$ cat src/rtl/uart_rx_fifo.sv
// Receive byte FIFO behind the UART receiver: in-order queue with a registered
// read port, occupancy/flag outputs and a sticky overflow flag.
module uart_rx_fifo #(
    parameter int unsigned DEPTH_LOG2  = 4,
    parameter int unsigned AFULL_LEVEL = 12
) (
    input  logic                  CLK,
    input  logic                  RESET_N,
    input  logic                  wr_en,
    input  logic [7:0]            wr_data,
    input  logic                  rd_en,
    input  logic                  flush,
    input  logic                  clr_overflow,
    output logic [7:0]            rd_data,
    output logic                  rd_valid,
    output logic                  empty,
    output logic                  full,
    output logic                  afull,
    output logic [DEPTH_LOG2:0]   count,
    output logic                  overflow
);

    localparam int unsigned DEPTH = 1 << DEPTH_LOG2;
    localparam logic [DEPTH_LOG2:0] FullCnt  = (DEPTH_LOG2 + 1)'(DEPTH);
    localparam logic [DEPTH_LOG2:0] AfullCnt = (DEPTH_LOG2 + 1)'(AFULL_LEVEL);

    logic [7:0]            mem_q [DEPTH];
    logic [DEPTH_LOG2-1:0] wptr_q, wptr_d;
    logic [DEPTH_LOG2-1:0] rptr_q, rptr_d;
    logic [DEPTH_LOG2:0]   count_q, count_d;
    logic                  empty_q, empty_d;
    logic                  full_q, full_d;
    logic                  afull_q, afull_d;
    logic                  overflow_q, overflow_d;
    logic [7:0]            rd_data_q, rd_data_d;
    logic                  rd_valid_q, rd_valid_d;
    logic                  rd_acc, wr_acc, ovf_evt;

    // Accept decisions; a full FIFO still takes a write when a read frees a slot.
    always_comb begin
        rd_acc  = rd_en & ~empty_q & ~flush;
        wr_acc  = wr_en & (~full_q | rd_acc) & ~flush;
        ovf_evt = wr_en & full_q & ~rd_acc & ~flush;
    end

    // Next-state: pointers, occupancy, flags (derived from next count so they never lag).
    always_comb begin
        wptr_d     = wptr_q;
        rptr_d     = rptr_q;
        count_d    = count_q;
        overflow_d = overflow_q;
        rd_valid_d = 1'b0;
        rd_data_d  = rd_data_q;
        if (flush) begin
            wptr_d     = '0;
            rptr_d     = '0;
            count_d    = '0;
            overflow_d = 1'b0;
        end else begin
            if (wr_acc) wptr_d = wptr_q + 1'b1;
            if (rd_acc) begin
                rptr_d     = rptr_q + 1'b1;
                rd_data_d  = mem_q[rptr_q];
                rd_valid_d = 1'b1;
            end
            unique case ({wr_acc, rd_acc})
                2'b10:   count_d = count_q + 1'b1;
                2'b01:   count_d = count_q - 1'b1;
                default: count_d = count_q;
            endcase
            // A new overflow wins over a simultaneous clear.
            if (ovf_evt)           overflow_d = 1'b1;
            else if (clr_overflow) overflow_d = 1'b0;
        end
        empty_d = (count_d == '0);
        full_d  = (count_d == FullCnt);
        afull_d = (count_d >= AfullCnt);
    end

    // Storage array; contents need no reset since pointers/count define validity.
    always_ff @(posedge CLK) begin
        if (wr_acc) mem_q[wptr_q] <= wr_data;
    end

    // Control and output registers.
    always_ff @(posedge CLK or negedge RESET_N) begin
        if (!RESET_N) begin
            wptr_q     <= '0;
            rptr_q     <= '0;
            count_q    <= '0;
            empty_q    <= 1'b1;
            full_q     <= 1'b0;
            afull_q    <= 1'b0;
            overflow_q <= 1'b0;
            rd_data_q  <= 8'h00;
            rd_valid_q <= 1'b0;
        end else begin
            wptr_q     <= wptr_d;
            rptr_q     <= rptr_d;
            count_q    <= count_d;
            empty_q    <= empty_d;
            full_q     <= full_d;
            afull_q    <= afull_d;
            overflow_q <= overflow_d;
            rd_data_q  <= rd_data_d;
            rd_valid_q <= rd_valid_d;
        end
    end

    assign rd_data  = rd_data_q;
    assign rd_valid = rd_valid_q;
    assign empty    = empty_q;
    assign full     = full_q;
    assign afull    = afull_q;
    assign count    = count_q;
    assign overflow = overflow_q;

endmodule
$ cat config.mk
export PLATFORM = sky130hd
export DESIGN_NAME = uart_rx_fifo
export DESIGN_NICKNAME = d
export VERILOG_FILES = /design/src/rtl/uart_rx_fifo.sv
export SDC_FILE = /design/constraint.sdc
export NUM_CORES = 1
export LEC_CHECK = 0
export CAP_MARGIN = 20
export CORE_ASPECT_RATIO = 1.5
export CORE_MARGIN = 2
export CORE_UTILIZATION = 52
export DETAILED_ROUTE_END_ITERATION = 10
export GPL_ROUTABILITY_DRIVEN = 0
export PLACE_DENSITY = 0.79
export SETUP_SLACK_MARGIN = 0.4
export SYNTH_ARGS = -nofsm -noshare
export SYNTH_HDL_FRONTEND = slang
export SYNTH_SLANG_ARGS = --single-unit
export TNS_END_PERCENT = 20
$ cat constraint.sdc
create_clock -name CLK -period 5.5 [get_ports CLK]
set_input_delay 0.825 -clock CLK [delete_from_list [all_inputs] [get_ports CLK]]
set_output_delay 0.825 -clock CLK [all_outputs]
set_load 0.05 [all_outputs]
==> flow_metrics.tcl, run 1 <==
set metrics [dict create \
    grt_start_max_net_pins 36 \
    fmax_ghz 0.2517 \
    fin_crit_sh 0.7224 \
    htree_levels 4 \
    synth-edff-count 128 \
    antenna_found_initial 0 \
    dr.pass1.iters 4 \
    switching_share 0.2498 \
    ir_drop_mv 0.1828 \
    switching_power_uw 705.8 \
    clk_pin_slew_worst_paths_ns 0.06 \
    fin_crit_ns 3.973 \
    viasPerCell 6.006 \
    setup_viol 0 \
    clk-insertion-delay-late_ns 0.42 \
    cts_tree "built" \
    core_um2 11890 \
    ys_seq_elements 154 \
    via_count 3261 \
    netlist_area_um2 6286 \
    holdWs_ns 0.5234 \
    critPathArrivalTime_ns 4.26 \
    hold_class "reg2reg" \
    start_util 0.5285 \
    grt_pass1_vias 3403 \
    critPathCapture "full" \
    tns_ns 0 \
    die_height_um 138.7 \
    cp.required_ns 5.79 \
    totalWireLength_um 12340 \
    yosys_warnings 0 \
    synth.yosys.seq_area_share 0.7152 \
    synth_area_leaders "edfxtp_1 (61%), dfrtp_1 (10%), mux4_2 (8.6%), mux4_1 (3.3%), mux2i_1 (1.8%)" \
    grt_pass1_wl_um 19110 \
    worstHoldPathCells 1 \
    critical_path_class "in2reg" \
    yosys.area.top_type_share 0.6115 \
    hpwl_um 7434 \
    start_kind "input pin" \
    cts_buffer_depth 2 \
    io_pins 32 \
    max-slew-margin-rel 0.2994 \
    path_max_fanout 19 \
    ys_async_sr_fraction 0.1688 \
    diodes 0 \
    cp-end-kind "register" \
    crit_start "flush" \
    synth_ff_type "edfxtp_1" \
    rr_worst_depth 10 \
    area_growth_pct 16.28 \
    status "completed" \
    drive_above_1_share 0.1846 \
    internal-power_mw 2.119 \
    cap_violations 0 \
    route.detailed.drc 0 \
    post_cts.repair.setup_buffers 0 \
    port_buffers 31 \
    drt-wirelength-per-cell_um 22.72 \
    synth_fp_nets 363 \
    rows 49 \
    cts_sinks 154 \
    synth_largest_area_cell "edfxtp_1" \
    pwr_density_cell_nw_per_um2 386.5 \
    dp.cells 511 \
    clock_skew_ns 0.007458 \
    grt_util_all_layers 0.2076 \
    fin_cells 543 \
    nNetsFinal 399 \
    power_frac_comb 0.127 \
    synthTopCellsByCount "edfxtp_1 (128), nor2_1 (29), dfrtp_1 (25), mux4_2 (24), nor3_1 (14)" \
    root_buffer "clkbuf_16" \
    power_frac_clock 0.397 \
    power_leakage_nw 2.477 \
    r2r_slack_ns 2.47 \
    total_power_mw 2.825 \
    r2r_end "full" \
    grt_setup_unrepaired "false" \
    syn_inst 341 \
    synth_cell_types 38 \
    seq_power_share 0.476 \
    overflow 0 \
    drt_iter0_drc 297 \
    synth_most_common_cell "edfxtp_1" \
    rr_startpoint "empty" \
    hold_violations 0 \
    fp.dieW_um 93.77 \
    antenna_left 0 \
    slew_viol_final 0 \
    die_area_um2 13000 \
    syn_area_per_cell_um2 18.43 \
    n_fill_cell 831 \
    cts_buffers 17 \
    tightest_slew_ns 1.047 \
    cts_hold_repair.buffers 0 \
    cts.repair.resized 0 \
]
-- worst max-delay path: stages --
cell and delay [ns]:
clkdlybuf4s50_1 0.75, or3b_2 0.81, inv_1 0.18, ha_1 0.32, xor2_1 0.12, ha_1 0.23
a21oi_1 0.17, mux2i_1 0.24, xor2_1 0.25, nand2_1 0.08, nor4_1 0.26
-- cell usage in the layout (no fill, tap or decap), types with 2 or more instances in the layout --
cell type / Yosys / routed
buf_4: 1 / 6
bufinv_16: 0 / 2
a21oi_1: 5 / 5
clkinv_2: 0 / 3
mux2i_1: 11 / 11
mux4_1: 8 / 8
mux4_2: 24 / 24
clkinv_1: 0 / 2
clkbuf_16: 0 / 17
nand2b_1: 4 / 4
xnor2_1: 3 / 3
nand4_1: 2 / 2
nor3_1: 14 / 14
inv_6: 0 / 4
nor2b_1: 4 / 4
mux2_2: 8 / 8
inv_1: 5 / 5
xor2_1: 9 / 9
nor2_1: 29 / 29
dfrtp_1: 25 / 24
clkdlybuf4s50_1: 0 / 31
nand2_1: 11 / 11
ha_1: 8 / 8
a221o_1: 8 / 8
clkinv_4: 0 / 3
edfxtp_1: 128 / 128
-- per-stage QoR --
stage	setup WS (ns)	util	area (um2)
finish	1.527	0.6146	7310
detailed placement	1.207	0.5664	6736
global placement	1.396	0.5641	6709
CTS	1.660	0.6146	7310
floorplan	2.269	-	6286
global route	1.346	0.6146	7310
-- kinds of logic (layout without fill, tap and decap cells) --
kind of cell | after synthesis | after routing | share of synthesized area
flip-flops | 154 | 154 | 0.7152
AO/OA/AOI/OAI | 22 | 22 | 0.02886
adder cells (fa/ha/maj) | 8 | 8 | 0.01592
XOR/XNOR | 12 | 12 | 0.01672
buffers and inverters | 26 | 75 | 0.02289
multiplexers | 51 | 51 | 0.1513
AND/OR/NAND/NOR | 68 | 68 | 0.04916
-- routing by layer --
layer  GRT usage  routed length (um)
met5           0                   0
met4      0.1190                 580
met3     0.06033                 784
met2      0.3361                6592
met1      0.2454                4377
-- power by group through the flow --
stage	clock (mW)	combinational, mW	sequential, mW
final	1.12	0.359	1.34
after floorplan	0	0.137	1.46
after CTS	1.14	0.362	1.34
after detailed placement	0	0.359	1.36
after global placement	0	0.348	1.36
after global routing	1.18	0.381	1.35
-- final cells by class --
type,instances,area [um2],share of cell area
Clock inverter,14,143.9,0.01969
Tap cell,153,191.4,0.02619
Multi-Input combinational cell,161,1647,0.2253
Clock buffer,18,429.2,0.05871
Inverter,5,18.77,0.002568
Sequential cell,154,4497,0.6152
Timing Repair Buffer,38,382.9,0.05238
-- worst min path at each step --
stage,endpoint,start,slack (ns)
CTS,rd_data[7],rd_data[7],0.53
detailed placement,rd_data[7],rd_data[7],0.52
global placement,overflow,overflow,0.50
finish,rd_data[7],rd_data[7],0.52
global route,rd_data[6],rd_data[6],0.56
floorplan,afull,RESET_N,0.53
-- flip-flops by register name (all words and copies together), names as in the netlist, 4 cells and up --
register / count
rptr_q: 4
mem_q: 128
count: 5
rd_data: 8
wptr_q: 4
Note: power is estimated with default switching activity, not from simulation.
==> run 2: changes to the inputs <==
--- a/config.mk
+++ b/config.mk
@@ -11,7 +11,7 @@
 export CORE_UTILIZATION = 52
 export DETAILED_ROUTE_END_ITERATION = 10
 export GPL_ROUTABILITY_DRIVEN = 0
-export PLACE_DENSITY = 0.79
+export PLACE_DENSITY = 0.81
 export SETUP_SLACK_MARGIN = 0.4
 export SYNTH_ARGS = -nofsm -noshare
 export SYNTH_HDL_FRONTEND = slang
==> constraint.sdc (replaced) <==
create_clock -name CLK -period 3.3 [get_ports CLK]
set_input_delay 0.495 -clock CLK [delete_from_list [all_inputs] [get_ports CLK]]
set_output_delay 0.495 -clock CLK [all_outputs]
set_load 0.05 [all_outputs]
==> flow_metrics.tcl, run 2 (same netlist as run 1, synthesis figures left out) <==
set metrics [dict create \
    status "completed" \
    totalWireLength_um 12820 \
    tns_ns 0 \
    holdWs_ns 0.4912 \
    die_area_um2 13000 \
    fmax_ghz 0.3673 \
    cp_num_buf_inv 2 \
    largest_register "mem_q" \
    ir_drop_mv 0.4404 \
    fin_crit_sh 0.8249 \
    r2r_end "empty" \
    io_pins 32 \
    port_buffers 31 \
    start_kind "input pin" \
    viasPerCell 5.922 \
    root_buffer "clkbuf_16" \
    total_power_mw 4.903 \
    antenna_found_initial 0 \
    antenna_left 0 \
    pre_cts_ws_ns 0.1653 \
    via_count 3334 \
    tightest_slew_ns 0.9941 \
    setup_viol 0 \
    cts.repair.resized 0 \
    clk-insertion-delay-late_ns 0.42 \
    cts_buffers 17 \
    route.detailed.drc 0 \
    cp.required_ns 3.66 \
    largest_reg_flops 128 \
    drt_iter0_drc 288 \
    fin_area_um2 7536 \
    slew_viol_final 0 \
    post_cts.repair.setup_buffers 0 \
    drt-wirelength-per-cell_um 22.76 \
    area_growth_pct 19.88 \
    power_leakage_nw 2.617 \
    rr_startpoint "empty" \
    placed_area_um2 6879 \
    critPathArrivalTime_ns 3.09 \
    nNetsFinal 419 \
    critical_path_class "in2reg" \
    diodes 0 \
    timing.final.ws_setup_ns 0.5778 \
    cts_hold_repair.buffers 0 \
    pwr_density_cell_nw_per_um2 650.7 \
    hpwl_um 8199 \
    grt_start_max_net_pins 24 \
    core_um2 11890 \
    htree_levels 4 \
    critical-path-slowest-cell "clkdlybuf4s50_1" \
    rr_worst_depth 10 \
    fin_crit_ns 2.722 \
    overflow 0 \
    mostFrequentLayoutCells "edfxtp_1 (128), clkdlybuf4s50_1 (31), nor2_1 (29), buf_4 (25)" \
    cts_sinks 154 \
    clock_skew_ns 0.007531 \
    clk_pin_slew_worst_paths_ns 0.06 \
    grt_pass1_vias 3557 \
    fp.dieW_um 93.77 \
    r2r_slack_ns 0.78 \
    cts_buffer_depth 2 \
    cp-end-kind "register" \
    max-slew-margin-rel 0.3372 \
    die_height_um 138.7 \
    dr.pass1.iters 4 \
    cpLargestDelayFamily "buffers and inverters" \
    grt_setup_unrepaired "false" \
    cts_tree "built" \
    crit_chain "clkdlybuf4s50_1 > or3b_2 > inv_1 > ha_1 > xor2_1 > ha_1 > a21oi_1 > nor2b_1 > o221ai_1 > xor2_1 > a41o_1" \
    max_stage_delay_ns 0.50 \
    grt_util_all_layers 0.2130 \
    hold_class "in2async" \
    cap_violations 0 \
    start_util 0.5285 \
    hold_violations 0 \
    rows 49 \
    grt_pass1_wl_um 19910 \
    final_common_cell "edfxtp_1" \
    drive_above_1_share 0.2244 \
    path_max_fanout 4 \
]
run 2: worst register-to-register path, stage by stage, from the launching register on:
cell,delay (ns)
dfstp_2,0.38
or3b_2,0.46
inv_1,0.13
ha_1,0.20
xor2_1,0.08
ha_1,0.23
a21oi_1,0.16
nor2b_1,0.06
o221ai_1,0.22
xor2_1,0.33
a41o_1,0.22
run 2: cell type report:
type / instances / area, um2
clock buffer: 27 / 589.3
clock inverter: 5 / 60.06
fill: 811 / 4358
inverter: 5 / 18.77
multi-input combinational: 161 / 1647
sequential: 154 / 4497
tap: 153 / 191.4
timing repair buffer: 58 / 533.0
run 2: metal layers:
metal	vias to the layer above	part of all wire	GRT usage
li1	1463	-	-
met1	1709	0.38	0.2630
met2	132	0.54	0.3571
met3	30	0.053	0.05163
met4	0	0.032	0.09001
met5	-	0	0
run 2: worst max path at each step:
stage | start | end | slack, ns | depth (start not counted)
after floorplan | flush | afull | 0.48 | 13
after global placement | rd_en | full | 0.28 | 11
after detailed placement | rd_en | full | 0.17 | 11
after CTS | rd_en | full | 0.59 | 11
after global routing | rd_en | full | 0.42 | 11
final | rd_en | empty | 0.58 | 11
run 2: metrics by stage:
step | cells | utilization
after floorplan | 341 | -
after global placement | 529 | 0.5771
after detailed placement | 530 | 0.5784
after CTS | 562 | 0.6330
after global routing | 563 | 0.6336
final | 563 | 0.6336
run 2: power breakdown:
| part | switching (mW) | total, mW | leakage (nW) | internal [mW] |
|---|---|---|---|---|
| clock network | 0.748 | 2.06 | 0.321 | 1.31 |
| registers | 0.0703 | 2.25 | 1.50 | 2.18 |
| logic | 0.348 | 0.596 | 0.800 | 0.247 |
